==> config.mk <==
export PLATFORM = sky130hd
export DESIGN_NAME = seq_divider_flat
export DESIGN_NICKNAME = d
export VERILOG_FILES = /design/src/rtl/seq_divider_pkg.sv /design/src/rtl/seq_divider_if.sv /design/src/rtl/seq_divider_step.sv /design/src/rtl/seq_divider.sv /design/src/flat_wrapper.sv
export SDC_FILE = /design/constraint.sdc
export NUM_CORES = 1
export LEC_CHECK = 0
export ABC_CLOCK_PERIOD_IN_PS = 3300
export CAP_MARGIN = 10
export CORE_UTILIZATION = 40
export CTS_CLUSTER_SIZE = 30
export DETAILED_ROUTE_END_ITERATION = 10
export SLEW_MARGIN = 20
export SYNTH_ARGS = -nofsm -noshare
export SYNTH_HDL_FRONTEND = slang
export SYNTH_SLANG_ARGS = --single-unit
==> constraint.sdc <==
create_clock -name clk -period 3.3 [get_ports clk]
set_input_delay 0.33 -clock clk [delete_from_list [all_inputs] [get_ports clk]]
set_output_delay 0.33 -clock clk [all_outputs]
set_load 0.02 [all_outputs]
==> src/rtl/seq_divider_pkg.sv <==
// Shared types and sizing helpers for the sequential restoring divider.
package divider_pkg;

  typedef enum logic [1:0] {IDLE, CHECK, RUN, DONE} state_t;

  localparam int DIV_WIDTH_DEFAULT = 8;
  localparam int DIV_CNT_W         = $clog2(DIV_WIDTH_DEFAULT + 1);

  // Iteration counter must hold the value WIDTH itself, not just WIDTH-1.
  function automatic int cnt_width(input int w);
    return $clog2(w + 1);
  endfunction

endpackage

==> src/rtl/seq_divider_if.sv <==
// Load/enable control and result bundle between a datapath controller and the divider.
interface seq_divider_if #(parameter int WIDTH = divider_pkg::DIV_WIDTH_DEFAULT);

  logic                 load;
  logic                 enable;
  logic [2*WIDTH-1:0]   dividend;
  logic [WIDTH-1:0]     divisor;
  logic [WIDTH-1:0]     quotient;
  logic [WIDTH-1:0]     remainder;
  logic                 busy;
  logic                 done;
  logic                 div_by_zero;
  logic                 overflow;
  logic                 zero_flag;

  modport master (
    output load, enable, dividend, divisor,
    input  quotient, remainder, busy, done, div_by_zero, overflow, zero_flag
  );

  modport slave (
    input  load, enable, dividend, divisor,
    output quotient, remainder, busy, done, div_by_zero, overflow, zero_flag
  );

endinterface

==> src/rtl/seq_divider_step.sv <==
// One restoring-division iteration: shift in the next dividend bit, trial-subtract.
// Purely combinational, no backpressure.
module div_step
  import divider_pkg::*;
#(
  parameter int WIDTH = DIV_WIDTH_DEFAULT
) (
  input  logic [WIDTH-1:0] r,
  input  logic             qmsb,
  input  logic [WIDTH-1:0] d,
  output logic [WIDTH-1:0] r_next,
  output logic             qbit
);

  logic [WIDTH:0] tmp;

  // r < d on entry, so tmp < 2d and the difference always fits in WIDTH bits.
  always_comb begin
    tmp    = {r, qmsb};
    qbit   = (tmp >= {1'b0, d});
    r_next = qbit ? (tmp[WIDTH-1:0] - d) : tmp[WIDTH-1:0];
  end

endmodule

==> src/rtl/seq_divider.sv <==
// Sequential unsigned restoring divider, 2W/W -> W quotient + W remainder.
// Latency W+2 cycles from load (2 on divide-by-zero/overflow); enable low stalls RUN.
// Load is ignored while busy; results are held in DONE until the next accepted load.
module seq_divider
  import divider_pkg::*;
#(
  parameter int WIDTH = DIV_WIDTH_DEFAULT
) (
  input  logic           clk,
  input  logic           rst,
  seq_divider_if.slave   bus
);

  localparam int CW = cnt_width(WIDTH);

  state_t           state, state_nxt;
  logic [WIDTH-1:0] r_q, q_q, d_q;
  logic [WIDTH-1:0] quo_q, rem_q;
  logic [CW-1:0]    cnt_q;
  logic             dbz_q, ovf_q, zf_q;
  logic             busy_c, done_c;

  logic [WIDTH-1:0] r_next, q_shift;
  logic             qbit;
  logic             load_ok, last_step, d_zero, too_big;

  div_step #(.WIDTH(WIDTH)) u_step (
    .r      (r_q),
    .qmsb   (q_q[WIDTH-1]),
    .d      (d_q),
    .r_next (r_next),
    .qbit   (qbit)
  );

  assign load_ok   = bus.load && (state == IDLE || state == DONE);
  assign last_step = bus.enable && (cnt_q == CW'(1));
  assign d_zero    = (d_q == '0);
  assign too_big   = (r_q >= d_q);
  assign q_shift   = {q_q[WIDTH-2:0], qbit};

  always_ff @(posedge clk) begin
    if (rst) state <= IDLE;
    else     state <= state_nxt;
  end

  always_comb begin
    state_nxt = state;
    case (state)
      IDLE:    if (load_ok) state_nxt = CHECK;
      CHECK:   state_nxt = (d_zero || too_big) ? DONE : RUN;
      RUN:     if (last_step) state_nxt = DONE;
      DONE:    if (load_ok) state_nxt = CHECK;
      default: state_nxt = IDLE;
    endcase
  end

  always_comb begin
    busy_c = 1'b0;
    done_c = 1'b0;
    case (state)
      CHECK, RUN: busy_c = 1'b1;
      DONE:       done_c = 1'b1;
      default:    ;
    endcase
  end

  always_ff @(posedge clk) begin
    if (rst) begin
      r_q   <= '0;
      q_q   <= '0;
      d_q   <= '0;
      cnt_q <= '0;
      quo_q <= '0;
      rem_q <= '0;
      dbz_q <= 1'b0;
      ovf_q <= 1'b0;
      zf_q  <= 1'b0;
    end else begin
      case (state)
        IDLE, DONE: begin
          if (load_ok) begin
            d_q   <= bus.divisor;
            r_q   <= bus.dividend[2*WIDTH-1:WIDTH];
            q_q   <= bus.dividend[WIDTH-1:0];
            dbz_q <= 1'b0;
            ovf_q <= 1'b0;
            zf_q  <= 1'b0;
          end
        end
        CHECK: begin
          // A high half >= divisor means the quotient needs more than WIDTH bits.
          if (d_zero || too_big) begin
            dbz_q <= d_zero;
            ovf_q <= !d_zero;
            zf_q  <= 1'b0;
            quo_q <= '1;
            rem_q <= '0;
          end else begin
            cnt_q <= CW'(WIDTH);
          end
        end
        RUN: begin
          if (bus.enable) begin
            r_q   <= r_next;
            q_q   <= q_shift;
            cnt_q <= cnt_q - CW'(1);
            if (last_step) begin
              quo_q <= q_shift;
              rem_q <= r_next;
              zf_q  <= (q_shift == '0);
            end
          end
        end
        default: ;
      endcase
    end
  end

  assign bus.quotient    = quo_q;
  assign bus.remainder   = rem_q;
  assign bus.busy        = busy_c;
  assign bus.done        = done_c;
  assign bus.div_by_zero = dbz_q;
  assign bus.overflow    = ovf_q;
  assign bus.zero_flag   = zf_q;

endmodule

==> src/flat_wrapper.sv <==
// flat-port wrapper written by rule: the top's interface ports become plain ports
module seq_divider_flat import divider_pkg::*;
#(
  parameter int WIDTH = DIV_WIDTH_DEFAULT
)
  (clk, rst, bus_load, bus_enable, bus_dividend, bus_divisor, bus_quotient, bus_remainder, bus_busy, bus_done, bus_div_by_zero, bus_overflow, bus_zero_flag);
  seq_divider_if #(.WIDTH(WIDTH)) bus_i ();
  input  logic clk;
  input  logic rst;
  input wire logic [$bits(bus_i.load)-1:0] bus_load;
  input wire logic [$bits(bus_i.enable)-1:0] bus_enable;
  input wire logic [$bits(bus_i.dividend)-1:0] bus_dividend;
  input wire logic [$bits(bus_i.divisor)-1:0] bus_divisor;
  output wire logic [$bits(bus_i.quotient)-1:0] bus_quotient;
  output wire logic [$bits(bus_i.remainder)-1:0] bus_remainder;
  output wire logic [$bits(bus_i.busy)-1:0] bus_busy;
  output wire logic [$bits(bus_i.done)-1:0] bus_done;
  output wire logic [$bits(bus_i.div_by_zero)-1:0] bus_div_by_zero;
  output wire logic [$bits(bus_i.overflow)-1:0] bus_overflow;
  output wire logic [$bits(bus_i.zero_flag)-1:0] bus_zero_flag;
  assign bus_i.load = bus_load;
  assign bus_i.enable = bus_enable;
  assign bus_i.dividend = bus_dividend;
  assign bus_i.divisor = bus_divisor;
  assign bus_quotient = bus_i.quotient;
  assign bus_remainder = bus_i.remainder;
  assign bus_busy = bus_i.busy;
  assign bus_done = bus_i.done;
  assign bus_div_by_zero = bus_i.div_by_zero;
  assign bus_overflow = bus_i.overflow;
  assign bus_zero_flag = bus_i.zero_flag;
  seq_divider #(.WIDTH(WIDTH)) u_core (.clk(clk), .rst(rst), .bus(bus_i));
endmodule
Word-level counts from Yosys, hierarchy flattened --
Cells that the tools add are included.
Word-level totals: output and inout bits 21, word-level logic and storage cells 76, input bits 28, flip-flop bits (word level) 49
Cells by class: add/subtract/negate cells 2, order comparisons 2, mux-type cells 33, reduce and logical (&&, ||, !) cells 20, equal/unequal tests 9
Operators with widths (number):
- two-way mux 8 bit | 11
- case mux 8 bit (2 select lines) | 4
- zero test 8 bit | 2
- greater-or-equal comparator 9 x 8 -> 1 bit | 1
- two-way mux 1 bit | 9
- AND reduction 3 bit | 3
- greater-or-equal comparator 8 bit | 1
- two-way mux 4 bit | 2
- case mux 4 bit (2 select lines) | 1
- AND reduction 4 bit | 2
- subtractor 8 bit | 1
- inequality test 2 x 1 -> 1 bit, second input constant | 3
- case mux 2 bit (3 select lines) | 1
- nonzero test 2 bit | 3
- == test 2 bit, second input constant | 2
- == test 4 x 1 -> 1 bit, second input constant | 1
- two-way mux 2 bit | 2
- inequality test 2 bit, second input constant | 2
- case mux 1 bit (2 select lines) | 2
- AND reduction 2 bit | 2
- OR reduction 2 bit | 2
- subtractor 4 x 1 -> 4 bit, second input constant | 1
- case mux 1 bit (3 select lines) | 1
- == test 2 x 1 -> 1 bit, second input constant | 1
- other kinds (4) | 6

Depth between registers and ports, before layout --
Gate-level depths: netlist of the first run.
depth after elaboration 5, gate-level depth with buffers 9, mapped depth without buffers 9

Hierarchy --
From an unflattened synthesis of the first run, not the netlist that was laid out.
Second synthesis, totals: cells, all modules 366, area, all modules 3052.9 um2
Modules (own cells, without submodules):
- seq_divider | instances 1, cells each 296, area an instance 2541.2 um2, sequential area each 980.9 um2
- div_step | instances 1, cells each 70, area an instance 511.7 um2, sequential area each 0.0 um2

Worst setup path before layout of the first run --
OpenSTA, ideal clock, no wires.
path kind flip-flop to flip-flop, start register u_core.d_q[1], end register u_core.rem_q[7] (netlist: u_core.bus.remainder[7]), clock period less this slack 2.419 ns, path buffers 0, cell stages (with the launch flop) 9, library setup time 0.088 ns, data required time 3.212 ns, data arrival time 2.331 ns, slack 0.881 ns, path through dfxtp_1 > inv_1 > ha_1 > nor2b_4 > o31a_1 > o31a_1 > or3_1 > a311o_1 > a311oi_2
On the way: word-level cells in the longest chain between the ends 5, elaborated cells on any way between the ends 11, classes of those cells add/sub (1); order compare (2); eq/ne (1); mux (4); reduce/logical (3)
RTL lines:
- start, declared | RTL line seq_divider.sv:17 | logic [WIDTH-1:0] r_q, q_q, d_q;
- start signal, assigned | RTL line seq_divider.sv:82 | d_q <= bus.divisor;
- subtractor 8 bit or greater-or-equal comparator 9 x 8 -> 1 bit (tied branches) | RTL line seq_divider_step.sv:21, seq_divider_step.sv:20
- two-way mux 8 bit | RTL line seq_divider_step.sv:21 | r_next = qbit ? (tmp[WIDTH-1:0] - d) : tmp[WIDTH-1:0];
- two-way mux 8 bit | RTL line seq_divider.sv:107 | if (last_step) begin
- two-way mux 8 bit | RTL line seq_divider.sv:103 | if (bus.enable) begin
- case mux 8 bit (2 select lines) | RTL line seq_divider.sv:79 | case (state)
- end signal, assigned | RTL line seq_divider.sv:109 | rem_q <= r_next;
- end, declared | RTL line seq_divider.sv:18 | logic [WIDTH-1:0] quo_q, rem_q;
Parallel ways exist; a longest one is shown, timed or not. The select of a mux whose other input is x is not followed. A chain may end at the register's enable or synchronous reset.

Final worst setup path of the first run --
start register u_core.d_q[1], end register u_core.rem_q[5] (netlist: u_core.bus.remainder[5])
The elaborated chain is that of the path after synthesis.

==> impl_metrics.json, run 1 <==
{
  "synth_top_family_by_area": "compound AO/OA/AOI/OAI gates",
  "startpoint": "u_core.d_q[1]$_SDFFE_PP0P_",
  "synthSimpleGateAreaFrac_pct": 17.3,
  "nNetsFinal": 419,
  "skew_ns": 0.00980,
  "drv_cap": 0,
  "avgViaCountPerCell": 5.45,
  "synth_ff_type": "dfxtp_1",
  "path_class": "register to register",
  "synth_top_cell_by_area": "dfxtp_1",
  "drive_gt1_share_pct": 7.30,
  "finalCritPeriodShare_pct": 86.5,
  "start_kind": "register",
  "tns_ns": 0,
  "num_rows": 30,
  "initial_core_util_pct": 41.2,
  "rsz0062_at_grt": "no",
  "timing.final.ws_setup_ns": 0.445,
  "irDropWorstVdd_mv": 0.550,
  "areaGrowthSynthToFinish_pct": 23.6,
  "cp_data_required_time_ns": 3.52,
  "layout_common_cells": "dfxtp_1 (49), clkdlybuf4s50_1 (48), nand2_1 (29)",
  "drtPass1Iterations": 4,
  "ys_ff_latch": 49,
  "grt_pass1_vias": 2478,
  "p_clk_share_pct": 9.8,
  "post_drt_wl_per_cell_um": 14.8,
  "postCtsHoldBufs": 0,
  "dp_slack_ns": 0.505,
  "hold_path.startpoint": "u_core.d_q[5]$_SDFFE_PP0P_",
  "r2r_start": "u_core.d_q[1]$_SDFFE_PP0P_",
  "root_buffer": "clkbuf_8",
  "status": "completed",
  "max_freq_ghz": 0.350,
  "ys_seq_area_share_pct": 35.0,
  "synth_fp_nets": 378,
  "post_cts_resized": 0,
  "cts.sinks": 49,
  "synth_top_area_share_pct": 35.0,
  "synth_xor_area_share_pct": 0.313,
  "holdWs_ns": 0.478,
  "die_area_um2": 7340,
  "p_switching_mw": 1.73,
  "route.detailed.drc": 0,
  "antenna_found_initial": 0,
  "critPathCaptureType": "register",
  "syn_inst": 328,
  "cts_tree": "yes",
  "final_common_cell": "dfxtp_1",
  "yosys.area_share.adder_pct": 10.1,
  "htreeDepth": 2,
  "switching_share_pct": 46.8,
  "pwr-share-comb_pct": 62.5,
  "clk_latency_ns": 0.30,
  "drt_wl_total_mm": 6.90,
  "synth_compound_area_share_pct": 26.7,
  "hold_viol": 0,
  "grt_use_total_pct": 19.6,
  "p_leak_nw": 1.28,
  "grt_pass1_wl_mm": 11.6,
  "tightest_slew_ns": 0.716,
  "slew_headroom_pct": 52.1,
  "core_um2": 6790,
  "internal-power_mw": 1.97,
  "avgSynthCellArea_um2": 8.54,
  "p_per_area_nw_per_um2": 1070,
  "postCtsSetupBuffers": 0,
  "drt_iter0_markers": 79,
  "gr-total-overflow": 0,
  "yosys_warnings": 0,
  "synthArstFlopShare_pct": 0,
  "share_seq_of_total_power_pct": 27.7,
  "vias": 2538,
  "gp_congestion": 0.812,
  "synth-edff-count": 0,
  "worstPathArrival_ns": 3.08,
  "cp_max_fo": 7,
  "grt_max_degree": 34,
  "clk_pin_slew_ns": 0.09,
  "setup_viol_count_final": 0,
  "die_w_um": 85.7,
  "syn-cell-area_um2": 2800,
  "synth_area_leaders": "dfxtp_1 (35%), ha_1 (9.4%), a21oi_1 (4.6%)",
  "place_hpwl_mm": 5.10,
  "fin_crit_ns": 2.85,
  "clockBufferDepth": 2,
  "report.final.slew_viol_count": 0,
  "n_antenna_cell": 0,
  "portBuffers": 48,
  "dieHeight_um": 85.7,
  "hp-class": "register to register",
  "cts_buffers": 5,
  "ys_types": 50,
  "io_pins": 49,
  "antenna_left": 0,
  "synth.area.mux_share_pct": 5.49,
  "final_core_util_pct": 51.0
}
==> sequential cells by signal (all words and copies together), names as in the netlist <==
signal	flops
u_core.bus.remainder	8
u_core.r_q	8
u_core.cnt_q	4
u_core.bus.quotient	8
u_core.q_q	8
u_core.bus.overflow	1
u_core.d_q	8
u_core.bus.zero_flag	1
u_core.state	2
u_core.bus.div_by_zero	1
==> synth_stat cells, drive strengths merged, types with 4 or more instances <==
master  number
dfxtp       49
nand2       29
a21oi       26
ha          21
nor2        19
inv         18
o21ai       17
clkbuf      16
a211oi      15
nand3       13
mux2i       12
a31oi        9
o221a        8
nor3         7
nand2b       5
nor2b        5
nor4         5
nor3b        4
or3          4
==> routing by layer <==
metal / wire length, um / part of all wire, % / track usage [%]
met1: 3300 / 48 / 25.7
met2: 3370 / 49 / 34.0
met3: 180 / 2.6 / 2.79
met4: 56 / 0.81 / 5.00
met5: 0 / 0 / 0
==> power by group through the flow <==
stage               sequential (mW)  combinational [mW]  clock, mW
floorplan                      1.10                1.56          0
global placement               1.04                2.27          0
detailed placement             1.04                2.29          0
CTS                            1.03                2.30      0.372
global route                   1.06                2.56      0.398
finish                         1.03                2.31      0.363
==> logic make-up after synthesis <==
logic type | count (synthesis)
XOR/XNOR | 1
buffers and inverters | 37
multiplexers | 15
flip-flops | 49
adder cells (fa/ha/maj) | 22
AO/OA/AOI/OAI | 107
AND/OR/NAND/NOR | 97
==> path summary, 6_finish.rpt <==
check | to | cells past startpoint | slack, ns
max | u_core.bus.remainder[5]$_SDFFE_PP0P_ | 8 | 0.45
min | u_core.d_q[5]$_SDFFE_PP0P_ | 2 | 0.48
max reg2reg | u_core.bus.remainder[5]$_SDFFE_PP0P_ | 8 | 0.45
min reg2reg | u_core.d_q[5]$_SDFFE_PP0P_ | 2 | 0.48
==> per-stage QoR <==
step	area, um2	power (mW)	instances
2_1_floorplan	2800	2.66	328
3_3_place_gp	3370	3.31	458
3_5_place_dp	3370	3.33	458
4_1_cts	3460	3.70	466
5_1_grt	3460	4.02	466
6_report	3460	3.70	466
==> final cells by class <==
| type | instances | area (um2) |
|---|---|---|
| Clock buffer | 6 | 72.6 |
| Clock inverter | 2 | 13.8 |
| Fill cell | 671 | 3330 |
| Inverter | 18 | 67.6 |
| Multi-Input combinational cell | 242 | 1690 |
| Sequential cell | 49 | 981 |
| Tap cell | 96 | 120 |
| Timing Repair Buffer | 53 | 518 |
==> worst max-delay path: stages (launching register included) <==
cell,delay (ns)
dfxtp_1,0.44
inv_1,0.09
ha_1,0.32
nor2b_4,0.13
o31a_1,0.31
o31ai_1,0.47
a21o_1,0.38
mux2_2,0.40
a211oi_1,0.24
(Power assumes the default switching activity.)
==> inputs of run 2 (changes only) <==
CELL_PAD_IN_SITES_DETAIL_PLACEMENT = 1   (was default)
CELL_PAD_IN_SITES_GLOBAL_PLACEMENT = 1   (was default)
CORE_UTILIZATION = 39   (was 40)
PLACE_DENSITY_LB_ADDON = 0.1   (was default)
==> impl_metrics.json, run 2 (synthesized netlist as in run 1, its figures left out) <==
{
  "status": "completed",
  "nNetsFinal": 419,
  "num_rows": 30,
  "clk_pin_slew_ns": 0.10,
  "grt_use_total_pct": 22.3,
  "hold_viol": 0,
  "r2r-end": "u_core.bus.remainder[6]$_SDFFE_PP0P_",
  "drv_cap": 0,
  "final_core_util_pct": 50.8,
  "path_class": "register to register",
  "timing.final.ws_setup_ns": 0.364,
  "report.final.slew_viol_count": 0,
  "cts.sinks": 49,
  "antenna_found_initial": 0,
  "n_antenna_cell": 0,
  "drtPass1Iterations": 4,
  "seq_area_um2": 981,
  "hp-class": "register to register",
  "skew_ns": 0.0133,
  "irDropWorstVdd_mv": 0.558,
  "tns_ns": 0,
  "multi_input_area_um2": 1690,
  "initial_core_util_pct": 40.8,
  "cp_data_required_time_ns": 3.53,
  "postCtsHoldBufs": 0,
  "cts_tree": "yes",
  "core_um2": 6870,
  "r2r_start": "u_core.d_q[1]$_SDFFE_PP0P_",
  "vias": 2634,
  "root_buffer": "clkbuf_8",
  "io_pins": 49,
  "slew_headroom_pct": 52.3,
  "r2r_slack_ns": 0.36,
  "postCtsSetupBuffers": 0,
  "cp_max_fo": 7,
  "clk_latency_ns": 0.32,
  "layout_common_cells": "dfxtp_1 (49), clkdlybuf4s50_1 (48), nand2_1 (29)",
  "grt_pass1_wl_mm": 13.1,
  "tightest_slew_ns": 0.713,
  "finalCritPeriodShare_pct": 89.0,
  "worstPathArrival_ns": 3.17,
  "htreeDepth": 2,
  "setup_viol_count_final": 0,
  "place_hpwl_mm": 5.83,
  "p_per_area_nw_per_um2": 1110,
  "max_freq_ghz": 0.341,
  "dpl_cell_area_um2": 3370,
  "gp_congestion": 0.806,
  "max_stage_delay_ns": 0.52,
  "portBuffers": 48,
  "crit_end": "u_core.bus.remainder[6]$_SDFFE_PP0P_",
  "antenna_left": 0,
  "drt_iter0_markers": 93,
  "start_kind": "register",
  "gr-total-overflow": 0,
  "die_area_um2": 7530,
  "post_drt_wl_per_cell_um": 16.9,
  "critPathCaptureType": "register",
  "critPathSlowestCell": "o31ai_1",
  "startpoint": "u_core.d_q[1]$_SDFFE_PP0P_",
  "dp_slack_ns": 0.462,
  "final_common_cell": "dfxtp_1",
  "crit_chain": "inv_1 > ha_1 > nor2b_4 > o31a_1 > o31ai_1 > a21o_1 > mux2_2 > a211oi_1",
  "fin_crit_ns": 2.94,
  "drt_wl_total_mm": 7.90,
  "ff2ff_path_depth": 8,
  "nFillCells": 825,
  "dieHeight_um": 86.8,
  "drive_gt1_share_pct": 7.57,
  "grt_pass1_vias": 2700,
  "areaGrowthSynthToFinish_pct": 24.6,
  "avgViaCountPerCell": 5.65,
  "grt_max_degree": 34,
  "post_cts_resized": 0,
  "die_w_um": 86.8,
  "final_area_um2": 3490,
  "route.detailed.drc": 0,
  "cts_buffers": 5,
  "p_leak_nw": 1.30,
  "clockBufferDepth": 2,
  "rsz0062_at_grt": "no"
}
run 2: cell count changes in the layout (fill, tap and decap cells not counted), sizes merged:
| cell | delta |
|---|---|
| bufinv | +1 |
| clkbuf | -1 |
run 2: through the flow:
| stage | power (mW) | hold WS, ns | cells |
|---|---|---|---|
| floorplan | 2.66 | 0.444 | 328 |
| global placement | 3.34 | 0.463 | 458 |
| detailed placement | 3.40 | 0.455 | 458 |
| CTS | 3.87 | 0.479 | 466 |
| global route | 4.18 | 0.495 | 466 |
| finish | 3.87 | 0.474 | 466 |
run 2: how the worst min path moves through the flow:
stage | from | end | cells past startpoint
3_3_place_gp | u_core.bus.zero_flag$_SDFFE_PP0P_ | u_core.bus.zero_flag$_SDFFE_PP0P_ | 2
4_1_cts | u_core.bus.zero_flag$_SDFFE_PP0P_ | u_core.bus.zero_flag$_SDFFE_PP0P_ | 2
5_1_grt | u_core.d_q[2]$_SDFFE_PP0P_ | u_core.d_q[2]$_SDFFE_PP0P_ | 2
2_1_floorplan | u_core.cnt_q[2]$_SDFFE_PP0P_ | u_core.cnt_q[2]$_SDFFE_PP0P_ | 2
6_report | u_core.bus.zero_flag$_SDFFE_PP0P_ | u_core.bus.zero_flag$_SDFFE_PP0P_ | 2
3_5_place_dp | u_core.bus.zero_flag$_SDFFE_PP0P_ | u_core.bus.zero_flag$_SDFFE_PP0P_ | 2
run 2: critical path, delay by kind of cell (launching register included):
family                   cells  cell delay, ns
flip-flops                   1            0.44
adder cells (fa/ha/maj)      1            0.32
AO/OA/AOI/OAI                4            1.46
buffers and inverters        1            0.11
AND/OR/NAND/NOR              1            0.13
multiplexers                 1            0.40
run 2: layer usage:
metal	vias to the layer above	share of wire [%]	global-route usage [%]
met2	35	48	38.3
met5	-	0	0
met4	0	2.0	7.58
met1	1283	47	27.9
li1	1303	-	-
met3	13	3.0	4.10
run 2: power by group:
part	internal (mW)	total, mW	switching [mW]
Sequential	0.828	1.03	0.206
Clock	0.228	0.450	0.223
Combinational	0.995	2.39	1.39
Total	2.05	3.87	1.82
run 2: cell type report:
type / count / share of cell area [%]
clock buffers: 5 / 1.97
clock inverters: 3 / 1.25
inverters: 18 / 1.94
multi-input cells: 242 / 48.4
flip-flops and latches: 49 / 28.1
well taps: 96 / 3.44
repair buffers: 53 / 14.8
